[src/rtl/uart_tx_arbiter.sv]
// rtl/uart_tx_arbiter.sv - round-robin arbiter sharing one UART transmitter, with header byte and watchdog
module uart_tx_arbiter #(
  parameter int          NUM_REQ  = 4,
  parameter bit          HDR_EN   = 1'b1,
  parameter logic [7:0]  HDR_BASE = 8'hA0,
  parameter logic [15:0] TIMEOUT  = 16'd50000,
  localparam int         CW       = $clog2(NUM_REQ)
) (
  input  logic                 clk,
  input  logic                 reset,
  input  logic [NUM_REQ-1:0]   req_valid,
  input  logic [8*NUM_REQ-1:0] req_data,
  output logic [NUM_REQ-1:0]   req_ready,
  output logic                 tx_start,
  output logic [7:0]           tx_data,
  input  logic                 tx_done,
  output logic                 busy,
  output logic [CW-1:0]        grant_id,
  output logic                 timeout_err
);

  typedef enum logic [2:0] {
    IDLE,
    SEND_HDR,
    WAIT_HDR,
    SEND_DATA,
    WAIT_DATA
  } state_t;

  state_t               state;
  logic [CW-1:0]        last_grant;
  logic [7:0]           data_reg;
  logic [15:0]          wdog;

  logic                 win_found;
  logic [CW-1:0]        win_idx;
  logic [NUM_REQ-1:0]   win_vec;
  logic [7:0]           win_data;
  int                   cand;

  logic [7:0]           hdr_byte;
  logic                 done_ok;
  logic                 wdog_expired;

  // Rotating-priority search: the channel after the last one served is checked first
  always_comb begin
    win_found = 1'b0;
    win_idx   = '0;
    win_vec   = '0;
    win_data  = '0;
    cand      = 0;
    for (int k = 1; k <= NUM_REQ; k++) begin
      cand = int'(last_grant) + k;
      if (cand >= NUM_REQ) cand = cand - NUM_REQ;
      if (!win_found && req_valid[cand]) begin
        win_found     = 1'b1;
        win_idx       = CW'(cand);
        win_vec[cand] = 1'b1;
        win_data      = req_data[8*cand +: 8];
      end
    end
  end

  // Accept is only offered while idle; one byte per grant
  assign req_ready    = (state == IDLE) ? win_vec : '0;
  assign busy         = (state != IDLE);
  assign hdr_byte     = HDR_BASE | 8'(grant_id);
  // A done pulse coincident with the load pulse belongs to an earlier frame
  assign done_ok      = tx_done && !tx_start;
  // The final waiting cycle; a done arriving here still wins over the abort
  assign wdog_expired = (wdog == TIMEOUT - 16'd1);

  // Transfer sequencer: grant, optional header, payload, each gated by tx_done or the watchdog
  always_ff @(posedge clk) begin
    if (reset) begin
      state       <= IDLE;
      tx_start    <= 1'b0;
      tx_data     <= 8'h00;
      grant_id    <= '0;
      timeout_err <= 1'b0;
      last_grant  <= CW'(NUM_REQ - 1);
      wdog        <= 16'd0;
      data_reg    <= 8'h00;
    end else begin
      tx_start    <= 1'b0;
      timeout_err <= 1'b0;
      case (state)
        IDLE: begin
          if (win_found) begin
            data_reg <= win_data;
            grant_id <= win_idx;
            state    <= HDR_EN ? SEND_HDR : SEND_DATA;
          end
        end
        SEND_HDR: begin
          tx_start <= 1'b1;
          tx_data  <= hdr_byte;
          wdog     <= 16'd0;
          state    <= WAIT_HDR;
        end
        SEND_DATA: begin
          tx_start <= 1'b1;
          tx_data  <= data_reg;
          wdog     <= 16'd0;
          state    <= WAIT_DATA;
        end
        WAIT_HDR: begin
          if (done_ok) begin
            state <= SEND_DATA;
          end else if (wdog_expired) begin
            timeout_err <= 1'b1;
            last_grant  <= grant_id;
            state       <= IDLE;
          end else begin
            wdog <= wdog + 16'd1;
          end
        end
        WAIT_DATA: begin
          if (done_ok) begin
            last_grant <= grant_id;
            state      <= IDLE;
          end else if (wdog_expired) begin
            timeout_err <= 1'b1;
            last_grant  <= grant_id;
            state       <= IDLE;
          end else begin
            wdog <= wdog + 16'd1;
          end
        end
        default: state <= IDLE;
      endcase
    end
  end

endmodule

[config.mk]
export PLATFORM = sky130hd
export DESIGN_NAME = uart_tx_arbiter
export DESIGN_NICKNAME = d
export VERILOG_FILES = /design/src/rtl/uart_tx_arbiter.sv
export SDC_FILE = /design/constraint.sdc
export NUM_CORES = 1
export LEC_CHECK = 0
export ABC_AREA = 1
export CAP_MARGIN = 40
export CORE_ASPECT_RATIO = 1.4
export CORE_MARGIN = 10
export CORE_UTILIZATION = 50
export DETAILED_ROUTE_END_ITERATION = 12
export DONT_BUFFER_PORTS = 1
export PLACE_DENSITY = 0.76
export SLEW_MARGIN = 20
export SYNTH_ARGS = -nofsm -noshare
export SYNTH_HDL_FRONTEND = slang
export SYNTH_SLANG_ARGS = --single-unit
[constraint.sdc]
create_clock -name clk -period 7.2 [get_ports clk]
set_clock_uncertainty 0.15 [all_clocks]
set_input_delay 0.72 -clock clk [delete_from_list [all_inputs] [get_ports clk]]
set_output_delay 0.72 -clock clk [all_outputs]
set_load 0.02 [all_outputs]
==> qor.log, run 1 <==
[timing] final count of negative-setup-slack endpoints 0
[clocking] clock buffer count from CTS 5
[timing] Period Utilization, post-route 71.4%
[final_layout] Sequential Area 821 µm²
[critical_path] kind of end point of the critical path output port
[critical_path] startpoint of the lowest-slack register-to-register path last_grant[0]
[synthesis] prevailing post-synth register cell sky130_fd_sc_hd__dfxtp_1
[global_routing] total routing resource utilization after global routing 16.9%
[drt] DRC violation count after routing 0
[floorplan] count of standard-cell rows 36
[drt] Post-Route WL 9.35 mm
[drt] post-DR vias/cell 5.34
[final_layout] fin util 53.0%
[placed_design] port bufs 0
[critical_path] critical path start-end classification reg2out
[timing] setup total negative slack 0 ns
[critical_path] endpoint required time on the critical path 6.33 ns
[pwr] Lkg Pwr 1.70 nW
[drt] drt pass-1 iters 5
[pwr] power density cells 279 nW/µm²
[floorplan] area of the core region 6940 µm²
[critical_path] Reg-to-Reg End data_reg[6]
[critical_path] critical path fanouts, max 55
[clocking] Post-CTS Setup Bufs 0
[clocking] CTS Buffer Depth 2
[critical_path] slowest cell delay on critical path 0.78 ns
[critical_path] cell chain of the critical path buf_4 > inv_2 > ha_1 > inv_1 > nand2_2 > nand2_4 > inv_2 > nand4_1 > o211ai_1 > nand2_1 > inv_1
[final_layout] final antenna diode count 0
[critical_path] crit path from last_grant[0]
[timing] fin crit period 5.14 ns
[synthesis] Synth async-reset ratio 0%
[worst_hold_path] Min-Delay Path Class reg2reg
[drt] routed vias 3,748
[drt] drt initial violations 202
[final_layout] Net count, final 654
[critical_path] Critical Path End req_ready[3]
[run] maximum capacitance violations 0
[critical_path] Worst path top cell family by delay buffers and inverters
[drt] wire length on met1 3.83 mm
[synthesis] cell count after synthesis 623
[pwr] highest ir drop seen on vdd 0.000146 V
[synthesis] number of synthesized flops with an enable pin 0
[synthesis] Unique masters post-synth 33
[critical_path] r2r worst-path depth 12
[timing] unrepaired setup endpoints after global routing false
[status] status complete, no violations
[synthesis] Mapped Avg Cell Area 5.70 µm²
[critical_path] kind of start point of the critical path flop
[timing] slew margin rel. 49.1%
[final_layout] Fillers 760
[final_layout] area added between synthesis and finish 3.63%
[final_layout] flip-flop count of the largest register after layout 16
[clocking] clock slew at the register clock pins of the worst setup and hold paths 0.08 ns
[synthesis] total of flip-flops plus latches after synthesis 41
[critical_path] critical path depth in cells 11
[timing] achievable frequency 0.195 GHz
[synthesis] Post-Syn Nets 671
[clocking] H-tree depth 2
[clocking] count of clock tree sinks 41
[global_routing] initial antenna violation count 0
[drt] max layer used met4
[synthesis] warning count from the yosys run 0
[critical_path] setup slack, reg-to-reg 3.13 ns
[floorplan] Die Width 91.2 µm
[placed_design] post-detail-place hpwl 7.51 mm
[final_layout] share of cells above drive strength 1 5.27%
[clocking] clock tree from TritonCTS yes
[global_routing] grt total ovfl 0
[critical_path] cell with the biggest individual delay on the critical path sky130_fd_sc_hd__ha_1
[floorplan] effective utilization at floorplan 51.2%
[drt] routed wirelength normalized by instance count 13.3 µm
[clocking] # hold bufs at CTS 0
[drt] remaining number of nets flagged by the antenna check after routing 0
[drt] met2 routed wirelength 4.79 mm
[drt] met3 routed WL 593 µm
[clocking] cts repair resizes 0
[clocking] clk_lat worst skew 0.29 ns
[timing] Slew Limit Fails 0
[floorplan] Die H 120 µm
[clocking] clk root buf sky130_fd_sc_hd__clkbuf_8
[worst_hold_path] hold path startpoint data_reg[0]
[synthesis] netlist area before placement 3550 µm²
[global_routing] largest net degree at the start of global routing 56
[global_routing] vias in the first global route 3,529
[timing] final count of hold timing violations 0
[global_routing] global-route wire length before repair 16.0 mm
[synthesis] share of synthesized area occupied by flip-flops and latches 23.1%
[timing] pin slew with the least headroom to its limit 0.762 ns
[critical_path] number of buffers and inverters on the critical path 5
[final_layout] area of combinational cells with multiple inputs 2310 µm²
[placed_design] global placer's final weighted congestion 0.955
[floorplan] I/O pins 56
[floorplan] Total Die Area 10,900 µm²
[critical_path] arrival time of data at the critical path endpoint 4.27 ns
layer usage:
layer,global-route usage (%),vias up
met3,3.31,11
met5,0,-
met4,5.30,0
met2,30.7,111
met1,19.3,1651
li1,-,1975
logic make-up after synthesis:
kind of cell / after synthesis / share of synthesized area, %
and+or+nand+nor: 373 / 45.1
buffers and inverters: 100 / 11.8
AOI/OAI and AO/OA: 90 / 14.2
DFF: 41 / 23.1
adders and majority gates: 9 / 3.17
xor gates and xnor gates: 8 / 1.97
muxes: 2 / 0.564
per-stage QoR:
step                      setup WS [ns]  hold slack (ns)  std cells  power (mW)  area (µm²)
after floorplan                    3.98            0.293        623       0.729        3550
after global placement             2.54            0.302        694       0.801        3540
after detailed placement           2.40            0.309        694       0.807        3540
after CTS                          2.08            0.320        702        1.03        3680
after global routing               1.58            0.322        702        1.12        3680
final                              2.06            0.319        702        1.03        3680
Yosys cell counts (all sizes together) (3+ instances only):
| cell | n | area (µm²) |
|---|---|---|
| xor2 | 8 | 70.1 |
| buf | 20 | 120 |
| nand4 | 7 | 50.1 |
| nor2 | 64 | 258 |
| a21oi | 33 | 165 |
| a32o | 4 | 40.0 |
| inv | 74 | 278 |
| o211ai | 3 | 22.5 |
| nand2 | 211 | 820 |
| ha | 9 | 113 |
| nand3 | 80 | 410 |
| clkbuf | 6 | 22.5 |
| o21ai | 40 | 200 |
| dfxtp | 41 | 821 |
| a22oi | 4 | 30.0 |
| nor3 | 9 | 50.1 |
| a31oi | 3 | 18.8 |
report_power, final:
group	internal (mW)	leakage [nW]	switching, mW
clock	0.140	0.0687	0.0846
combinational	0.139	1.30	0.338
sequential	0.268	0.333	0.0570
worst min path at each step:
stage                             end  slack (ns)  cells past startpoint
after global routing       tx_data[0]        0.32                      1
after floorplan           data_reg[2]        0.29                      2
after detailed placement  data_reg[5]        0.31                      2
after CTS                 data_reg[5]        0.32                      2
after global placement    data_reg[5]        0.30                      2
final                     data_reg[0]        0.32                      2
final cells by class:
| cell class | count | area share, % |
|---|---|---|
| Timing Repair Buffer | 2 | 0.408 |
| Sequential cell | 41 | 22.3 |
| Tap cell | 95 | 3.23 |
| Inverter | 74 | 7.55 |
| Clock inverter | 3 | 1.87 |
| Clock buffer | 5 | 1.87 |
| Multi-Input combinational cell | 482 | 62.8 |
cells in the final DEF (no fill, tap or decap):
cell type	instances
sky130_fd_sc_hd__a21oi_1	33
sky130_fd_sc_hd__a22oi_1	4
sky130_fd_sc_hd__a31oi_1	3
sky130_fd_sc_hd__a32o_1	4
sky130_fd_sc_hd__buf_4	2
sky130_fd_sc_hd__bufinv_16	2
sky130_fd_sc_hd__clkbuf_8	5
sky130_fd_sc_hd__dfxtp_1	41
sky130_fd_sc_hd__ha_1	9
sky130_fd_sc_hd__inv_1	68
sky130_fd_sc_hd__inv_2	6
sky130_fd_sc_hd__inv_6	1
sky130_fd_sc_hd__mux2i_1	2
sky130_fd_sc_hd__nand2_1	204
sky130_fd_sc_hd__nand2_2	5
sky130_fd_sc_hd__nand2_4	2
sky130_fd_sc_hd__nand3_1	78
sky130_fd_sc_hd__nand3_2	2
sky130_fd_sc_hd__nand4_1	6
sky130_fd_sc_hd__nand4_2	1
sky130_fd_sc_hd__nor2_1	61
sky130_fd_sc_hd__nor2_2	1
sky130_fd_sc_hd__nor2_4	2
sky130_fd_sc_hd__nor3_1	8
sky130_fd_sc_hd__nor3_2	1
sky130_fd_sc_hd__nor4_1	2
sky130_fd_sc_hd__o211ai_1	3
sky130_fd_sc_hd__o21ai_0	33
sky130_fd_sc_hd__o21ai_1	7
sky130_fd_sc_hd__o221a_2	2
sky130_fd_sc_hd__o22ai_1	1
sky130_fd_sc_hd__xor2_1	8
worst reg2reg max path, delay by kind of cell, from the launching register on:
| kind | cells | cell delay [ns] |
|---|---|---|
| AO/OA/AOI/OAI | 1 | 0.36 |
| adder cells (fa/ha/maj) | 1 | 0.80 |
| buffers and inverters | 4 | 1.26 |
| flip-flops | 1 | 0.31 |
| AND/OR/NAND/NOR | 6 | 1.10 |
Power figures use the tool's default switching activity.
==> run 2: changes to the inputs <==
- PLACE_DENSITY: 0.76 -> 0.79
- clock period: 7.2 -> 4.4 ns (I/O delays scaled with it)
==> run 2 against run 1 <==
  * Routed wire length is 2.2% higher
  * Global-route usage up 0.50 points
  * Non-clock buffer count increased by 3
  * Final cell count up 0.43%
  * Die area is the same
  * Worst hold slack got worse by 0.27 ns
  * Clock-buffer cell count stayed put
  * Core utilization increased by 0.32 points
  * Final area increased by 0.61%
  * Highest routed layer unchanged
  * Register-to-register slack worse by 1.7 ns
  * First-iteration DRC count increased by 50%
==> qor.log, run 2 (synthesis gave the netlist of run 1 again) <==
[status] status complete, no violations
[critical_path] Reg-to-Reg End data_reg[4]
[final_layout] highest-count cells in the layout ignoring fill and taps sky130_fd_sc_hd__nand2_1 (204), sky130_fd_sc_hd__nand3_1 (78), sky130_fd_sc_hd__inv_1 (68)
[worst_hold_path] WHS Path Cells 1 [-1]
[critical_path] kind of end point of the critical path output port
[placed_design] area of placed instances 3560 µm² [+0.64%]
[worst_hold_path] terminating pin of the worst hold path data_reg[3]
[timing] PnR worst setup slack 0.834 ns [-1.23 ns]
[clocking] clock slew at the register clock pins of the worst setup and hold paths 0.08 ns [about the same]
[placed_design] pre-CTS setup slack 1.14 ns [-1.26 ns]
[clocking] H-tree depth 2 [unchanged]
[floorplan] area of the core region 6940 µm² [unchanged]
[timing] final count of negative-setup-slack endpoints 0 [unchanged]
[clocking] count of clock tree sinks 41 [unchanged]
[critical_path] slowest cell delay on critical path 0.40 ns [-0.38 ns]
[floorplan] Die H 120 µm [unchanged]
[clocking] # hold bufs at CTS 0 [unchanged]
[placed_design] port bufs 0 [unchanged]
[timing] fin crit period 3.57 ns
[drt] routed vias 3,865 [+3.1%]
[clocking] clock tree from TritonCTS yes
[drt] routed wirelength normalized by instance count 13.6 µm [+1.7%]
[placed_design] post-detail-place hpwl 7.46 mm [-0.74%]
[timing] pin slew with the least headroom to its limit 0.526 ns [-0.235 ns]
[global_routing] largest net degree at the start of global routing 55 [-1.8%]
[placed_design] placed cell count 697 [+0.43%]
[drt] post-DR vias/cell 5.48 [+2.7%]
[critical_path] critical path fanouts, max 31 [-44%]
[global_routing] vias in the first global route 3,774 [+6.9%]
[global_routing] global-route wire length before repair 16.6 mm [+3.9%]
[floorplan] count of standard-cell rows 36 [unchanged]
[critical_path] arrival time of data at the critical path endpoint 2.98 ns [-1.29 ns]
[clocking] cts repair resizes 0 [unchanged]
[final_layout] Final Non-Filler Cells 705 [+0.43%]
[worst_hold_path] hold path startpoint reset
[drt] drt pass-1 iters 7 [+2]
[clocking] clk root buf sky130_fd_sc_hd__clkbuf_8
[pwr] Lkg Pwr 1.71 nW [+0.89%]
[clocking] CTS Buffer Depth 2 [unchanged]
[drt] remaining number of nets flagged by the antenna check after routing 0 [unchanged]
[drt] DRC violation count after routing 0 [unchanged]
[critical_path] setup slack, reg-to-reg 1.47 ns [-1.66 ns]
[critical_path] critical path start-end classification reg2out
[timing] achievable frequency 0.280 GHz
[floorplan] effective utilization at floorplan 51.2% [unchanged]
[critical_path] startpoint of the lowest-slack register-to-register path last_grant[0]
[global_routing] initial antenna violation count 0 [unchanged]
[timing] unrepaired setup endpoints after global routing false
[final_layout] final antenna diode count 0 [unchanged]
[timing] final count of hold timing violations 0 [unchanged]
[global_routing] total routing resource utilization after global routing 17.4% [+0.50 points]
[timing] Period Utilization, post-route 81.0%
[pwr] power density cells 457 nW/µm² [+64%]
[final_layout] total non-filler cell area in the finished layout 3700 µm² [+0.61%]
[run] maximum capacitance violations 0 [unchanged]
[final_layout] most frequent standard cell in the layout excluding fill and tap cells sky130_fd_sc_hd__nand2_1
[floorplan] I/O pins 56 [unchanged]
[clocking] clock buffer count from CTS 5 [unchanged]
[timing] slew margin rel. 64.8% [+16 points]
[final_layout] Net count, final 657 [+0.46%]
[critical_path] r2r worst-path depth 13 [+1]
[critical_path] cell with the biggest individual delay on the critical path sky130_fd_sc_hd__inv_1
[drt] Post-Route WL 9.56 mm [+2.2%]
[placed_design] global placer's final weighted congestion 0.971 [+1.7%]
[worst_hold_path] Min-Delay Path Class in2reg
[critical_path] endpoint required time on the critical path 3.81 ns [-2.52 ns]
[pwr] highest ir drop seen on vdd 0.000209 V [+43%]
[drt] drt initial violations 302 [+50%]
[global_routing] grt total ovfl 0 [unchanged]
[final_layout] area added between synthesis and finish 4.27%
[clocking] Post-CTS Setup Bufs 0 [unchanged]
[clocking] clk_lat worst skew 0.30 ns [about the same]
[critical_path] kind of start point of the critical path flop
[floorplan] Die Width 91.2 µm [unchanged]
[critical_path] cell chain of the critical path inv_2 > ha_1 > buf_4 > inv_1 > nand3_1 > nand2_1 > nand4_1 > buf_4 > o211ai_1 > nand2_1 > inv_1
[timing] Slew Limit Fails 0 [unchanged]
[final_layout] share of cells above drive strength 1 5.74% [+0.47 points]
[timing] setup total negative slack 0 ns [unchanged]
[final_layout] fin util 53.4% [+0.32 points]
[final_layout] flip-flop count of the largest register after layout 16 [unchanged]
[floorplan] Total Die Area 10,900 µm² [unchanged]
run 2: final cells by class:
class / count / area, µm²
Fill cell: 747 / 3240
Sequential cell: 41 / 821
Clock buffer: 5 / 68.8
Tap cell: 95 / 119
Timing Repair Buffer: 5 / 37.5
Clock inverter: 3 / 68.8
Inverter: 74 / 278
Multi-Input combinational cell: 482 / 2310
run 2: worst max path at each step:
| stage | endpoint | cells after the start | from | slack, ns |
|---|---|---|---|---|
| 6_report | req_ready[3] | 11 | last_grant[0] | 0.83 |
| 5_1_grt | req_ready[3] | 11 | last_grant[0] | 0.60 |
| 4_1_cts | req_ready[3] | 11 | last_grant[0] | 0.81 |
| 3_5_place_dp | req_ready[3] | 11 | last_grant[0] | 1.14 |
| 3_3_place_gp | req_ready[3] | 11 | last_grant[0] | 1.25 |
| 2_1_floorplan | req_ready[0] | 13 | last_grant[1] | 1.46 |
run 2: per-stage QoR:
stage	hold WS, ns	power (mW)
finish	0.0473	1.69
global route	0.0389	1.83
CTS	0.0374	1.70
detailed placement	0.302	1.33
global placement	0.304	1.31
floorplan	0.293	1.19
run 2: critical path, delay by kind of cell, from the launching register on:
kind | cells | cell delay, ns
buffers and inverters | 5 | 1.36
AND/OR/NAND/NOR | 4 | 0.47
adder cells (fa/ha/maj) | 1 | 0.32
flip-flops | 1 | 0.32
AO/OA/AOI/OAI | 1 | 0.18
run 2: per-layer routing:
layer / GRT usage (%) / wire length (µm) / vias up
li1: - / - / 1981
met1: 19.2 / 3830 / 1727
met2: 31.1 / 4770 / 132
met3: 3.37 / 676 / 25
met4: 8.15 / 276 / 0
met5: 0 / 0 / -
run 2: where the power goes:
| part | total [mW] | internal (mW) | switching (mW) |
|---|---|---|---|
| combinational | 0.794 | 0.232 | 0.562 |
| clock | 0.368 | 0.228 | 0.139 |
| sequential | 0.529 | 0.438 | 0.0913 |
==> run 3: changes to the inputs <==
- clock period: 4.4 -> 3.2 ns (I/O delays scaled with it)
==> run 3 against run 2 <==
  * Critical path depth unchanged
  * Core utilization increased by 0.20 points
  * Final cell count increased by 0.57%
  * Final area increased by 0.37%
  * Global-route usage increased by 0.54 points
  * Setup slack got worse by 0.52 ns
  * Sequential share of layout area decreased by 0.082 points
  * First-iteration DRC count decreased by 47%
  * Sequential power increased by 39%
  * Worst hold slack improved by 0.043 ns
  * Largest power group unchanged
  * Non-clock buffer count increased by 4
  * Combinational power increased by 40%
==> qor.log, run 3 (synthesis gave the netlist of run 1 again) <==
[status] status complete, no violations
[final_layout] most frequent standard cell in the layout excluding fill and tap cells sky130_fd_sc_hd__nand2_1
[pwr] power density cells 612 nW/µm² [+34%]
[final_layout] flip-flop count of the largest register after layout 16 [unchanged]
[critical_path] setup slack, reg-to-reg 0.89 ns [-0.58 ns]
[final_layout] highest-count cells in the layout ignoring fill and taps sky130_fd_sc_hd__nand2_1 (204), sky130_fd_sc_hd__nand3_1 (78), sky130_fd_sc_hd__inv_1 (68)
[clocking] Post-CTS Setup Bufs 0 [unchanged]
[critical_path] Critical Path End req_ready[3]
[floorplan] area of the core region 6940 µm² [unchanged]
[final_layout] area of combinational cells with multiple inputs 2310 µm² [unchanged]
[floorplan] I/O pins 56 [unchanged]
[clocking] clk root buf sky130_fd_sc_hd__clkbuf_8
[timing] achievable frequency 0.346 GHz
[clocking] cts repair resizes 0 [unchanged]
[floorplan] effective utilization at floorplan 51.2% [unchanged]
[critical_path] kind of end point of the critical path output port
[global_routing] initial antenna violation count 0 [unchanged]
[drt] routed vias 3,859 [-0.16%]
[timing] slew margin rel. 66.7% [+1.9 points]
[final_layout] share of cells above drive strength 1 6.19% [+0.45 points]
[clocking] clock buffer count from CTS 5 [unchanged]
[final_layout] total non-filler cell area in the finished layout 3710 µm² [+0.37%]
[run] maximum capacitance violations 0 [unchanged]
[clocking] CTS Buffer Depth 2 [unchanged]
[final_layout] area added between synthesis and finish 4.65%
[floorplan] Die Width 91.2 µm [unchanged]
[global_routing] grt total ovfl 0 [unchanged]
[global_routing] total routing resource utilization after global routing 17.9% [+0.54 points]
[pwr] Lkg Pwr 1.72 nW [+0.32%]
[critical_path] kind of start point of the critical path flop
[critical_path] crit path from last_grant[1]
[clocking] H-tree depth 2 [unchanged]
[critical_path] arrival time of data at the critical path endpoint 2.42 ns [-0.56 ns]
[drt] routed wirelength normalized by instance count 14.0 µm [+3.1%]
[final_layout] Fillers 744 [-0.40%]
[placed_design] post-detail-place hpwl 7.63 mm [+2.2%]
[placed_design] area of placed instances 3580 µm² [+0.42%]
[global_routing] largest net degree at the start of global routing 55 [unchanged]
[timing] final count of hold timing violations 0 [unchanged]
[clocking] clock tree from TritonCTS yes
[critical_path] critical path start-end classification reg2out
[clocking] count of clock tree sinks 41 [unchanged]
[critical_path] Reg-to-Reg End grant_id[1]
[timing] Period Utilization, post-route 90.3%
[global_routing] vias in the first global route 3,764 [-0.26%]
[timing] pin slew with the least headroom to its limit 0.498 ns [-0.0284 ns]
[critical_path] startpoint of the lowest-slack register-to-register path last_grant[0]
[floorplan] count of standard-cell rows 36 [unchanged]
[clocking] clk_lat worst skew 0.30 ns [about the same]
[timing] fin crit period 2.89 ns
[floorplan] Die H 120 µm [unchanged]
[placed_design] port bufs 0 [unchanged]
[drt] Post-Route WL 9.91 mm [+3.7%]
[worst_hold_path] Min-Delay Path Class in2reg
[placed_design] global placer's final weighted congestion 0.965 [-0.66%]
[pwr] PnR Total Power 2.27 mW [+35%]
[timing] Slew Limit Fails 0 [unchanged]
[critical_path] r2r worst-path depth 12 [-1]
[timing] final count of negative-setup-slack endpoints 0 [unchanged]
[timing] setup total negative slack 0 ns [unchanged]
[drt] DRC violation count after routing 0 [unchanged]
[final_layout] Net count, final 661 [+0.61%]
[global_routing] global-route wire length before repair 16.9 mm [+2.0%]
[drt] post-DR vias/cell 5.44 [-0.72%]
[final_layout] Sequential Area 821 µm² [unchanged]
[timing] unrepaired setup endpoints after global routing false
[pwr] highest ir drop seen on vdd 0.000230 V [+10%]
[critical_path] endpoint required time on the critical path 2.73 ns [-1.08 ns]
[drt] drt pass-1 iters 5 [-2]
[floorplan] Total Die Area 10,900 µm² [unchanged]
[timing] Final Hold Slack 0.0905 ns [+0.0431 ns]
[final_layout] final antenna diode count 0 [unchanged]
[drt] remaining number of nets flagged by the antenna check after routing 0 [unchanged]
[critical_path] critical path fanouts, max 20 [-35%]
[clocking] clock slew at the register clock pins of the worst setup and hold paths 0.08 ns [about the same]
[drt] drt initial violations 159 [-47%]
[run 3: changes by cell type in the layout (fill, tap and decap cells not counted)]
cell	change
sky130_fd_sc_hd__buf_4	+2
sky130_fd_sc_hd__bufinv_16	-1
sky130_fd_sc_hd__clkinvlp_4	+1
sky130_fd_sc_hd__dlygate4sd3_1	+1
sky130_fd_sc_hd__inv_6	-1
sky130_fd_sc_hd__buf_6	+1
sky130_fd_sc_hd__clkinv_4	+1
[run 3: report_power, final]
| group | internal, mW | switching, mW |
|---|---|---|
| sequential | 0.602 | 0.131 |
| clock | 0.233 | 0.195 |
| combinational | 0.327 | 0.787 |
| total | 1.16 | 1.11 |
[run 3: final cells by class]
| type | count | share of cell area (%) |
|---|---|---|
| Tap cell | 95 | 3.20 |
| Sequential cell | 41 | 22.1 |
| Timing Repair Buffer | 9 | 1.99 |
| Multi-Input combinational cell | 482 | 62.1 |
| Inverter | 74 | 7.48 |
| Clock buffer | 5 | 1.85 |
| Clock inverter | 3 | 1.25 |
[run 3: stage by stage]
step	instances	setup WS [ns]	utilization (%)
2_1_floorplan	623	0.377	-
3_3_place_gp	699	0.812	51.6
3_5_place_dp	699	0.669	51.6
4_1_cts	708	0.343	53.4
5_1_grt	709	0.127	53.6
6_report	709	0.309	53.6
[run 3: worst max-delay path: stages (launching register included)]
cell,delay (ns)
sky130_fd_sc_hd__dfxtp_1,0.33
sky130_fd_sc_hd__inv_1,0.06
sky130_fd_sc_hd__ha_1,0.28
sky130_fd_sc_hd__buf_4,0.24
sky130_fd_sc_hd__inv_1,0.12
sky130_fd_sc_hd__nand2_2,0.10
sky130_fd_sc_hd__nand2_4,0.14
sky130_fd_sc_hd__nor2_4,0.30
sky130_fd_sc_hd__nand3_1,0.15
sky130_fd_sc_hd__o211ai_1,0.13
sky130_fd_sc_hd__nand2_1,0.08
sky130_fd_sc_hd__inv_1,0.17
[run 3: worst min-delay path by stage]
| stage | depth (start not counted) | end | start | slack [ns] |
|---|---|---|---|---|
| global placement | 1 | data_reg[5] | reset | 0.24 |
| detailed placement | 1 | data_reg[5] | reset | 0.25 |
| CTS | 3 | state[1] | reset | 0.09 |
| global route | 3 | state[1] | reset | 0.13 |
| finish | 3 | state[1] | reset | 0.09 |
| floorplan | 1 | tx_start | reset | 0.28 |
[run 3: layer usage]
metal / up-vias / GRT usage (%) / routed length, µm
met1: 1723 / 18.9 / 3840
met4: 0 / 8.84 / 280
li1: 1982 / - / -
met3: 22 / 3.06 / 675
met5: - / 0 / 0
met2: 132 / 33.4 / 5100
[run 3: timing repair]
action | 4_1_cts | 5_1_grt
endpoints found under the setup margin | 0 | 0
endpoints found under the hold margin | 21 | 0
hold buffers | 1 | 0
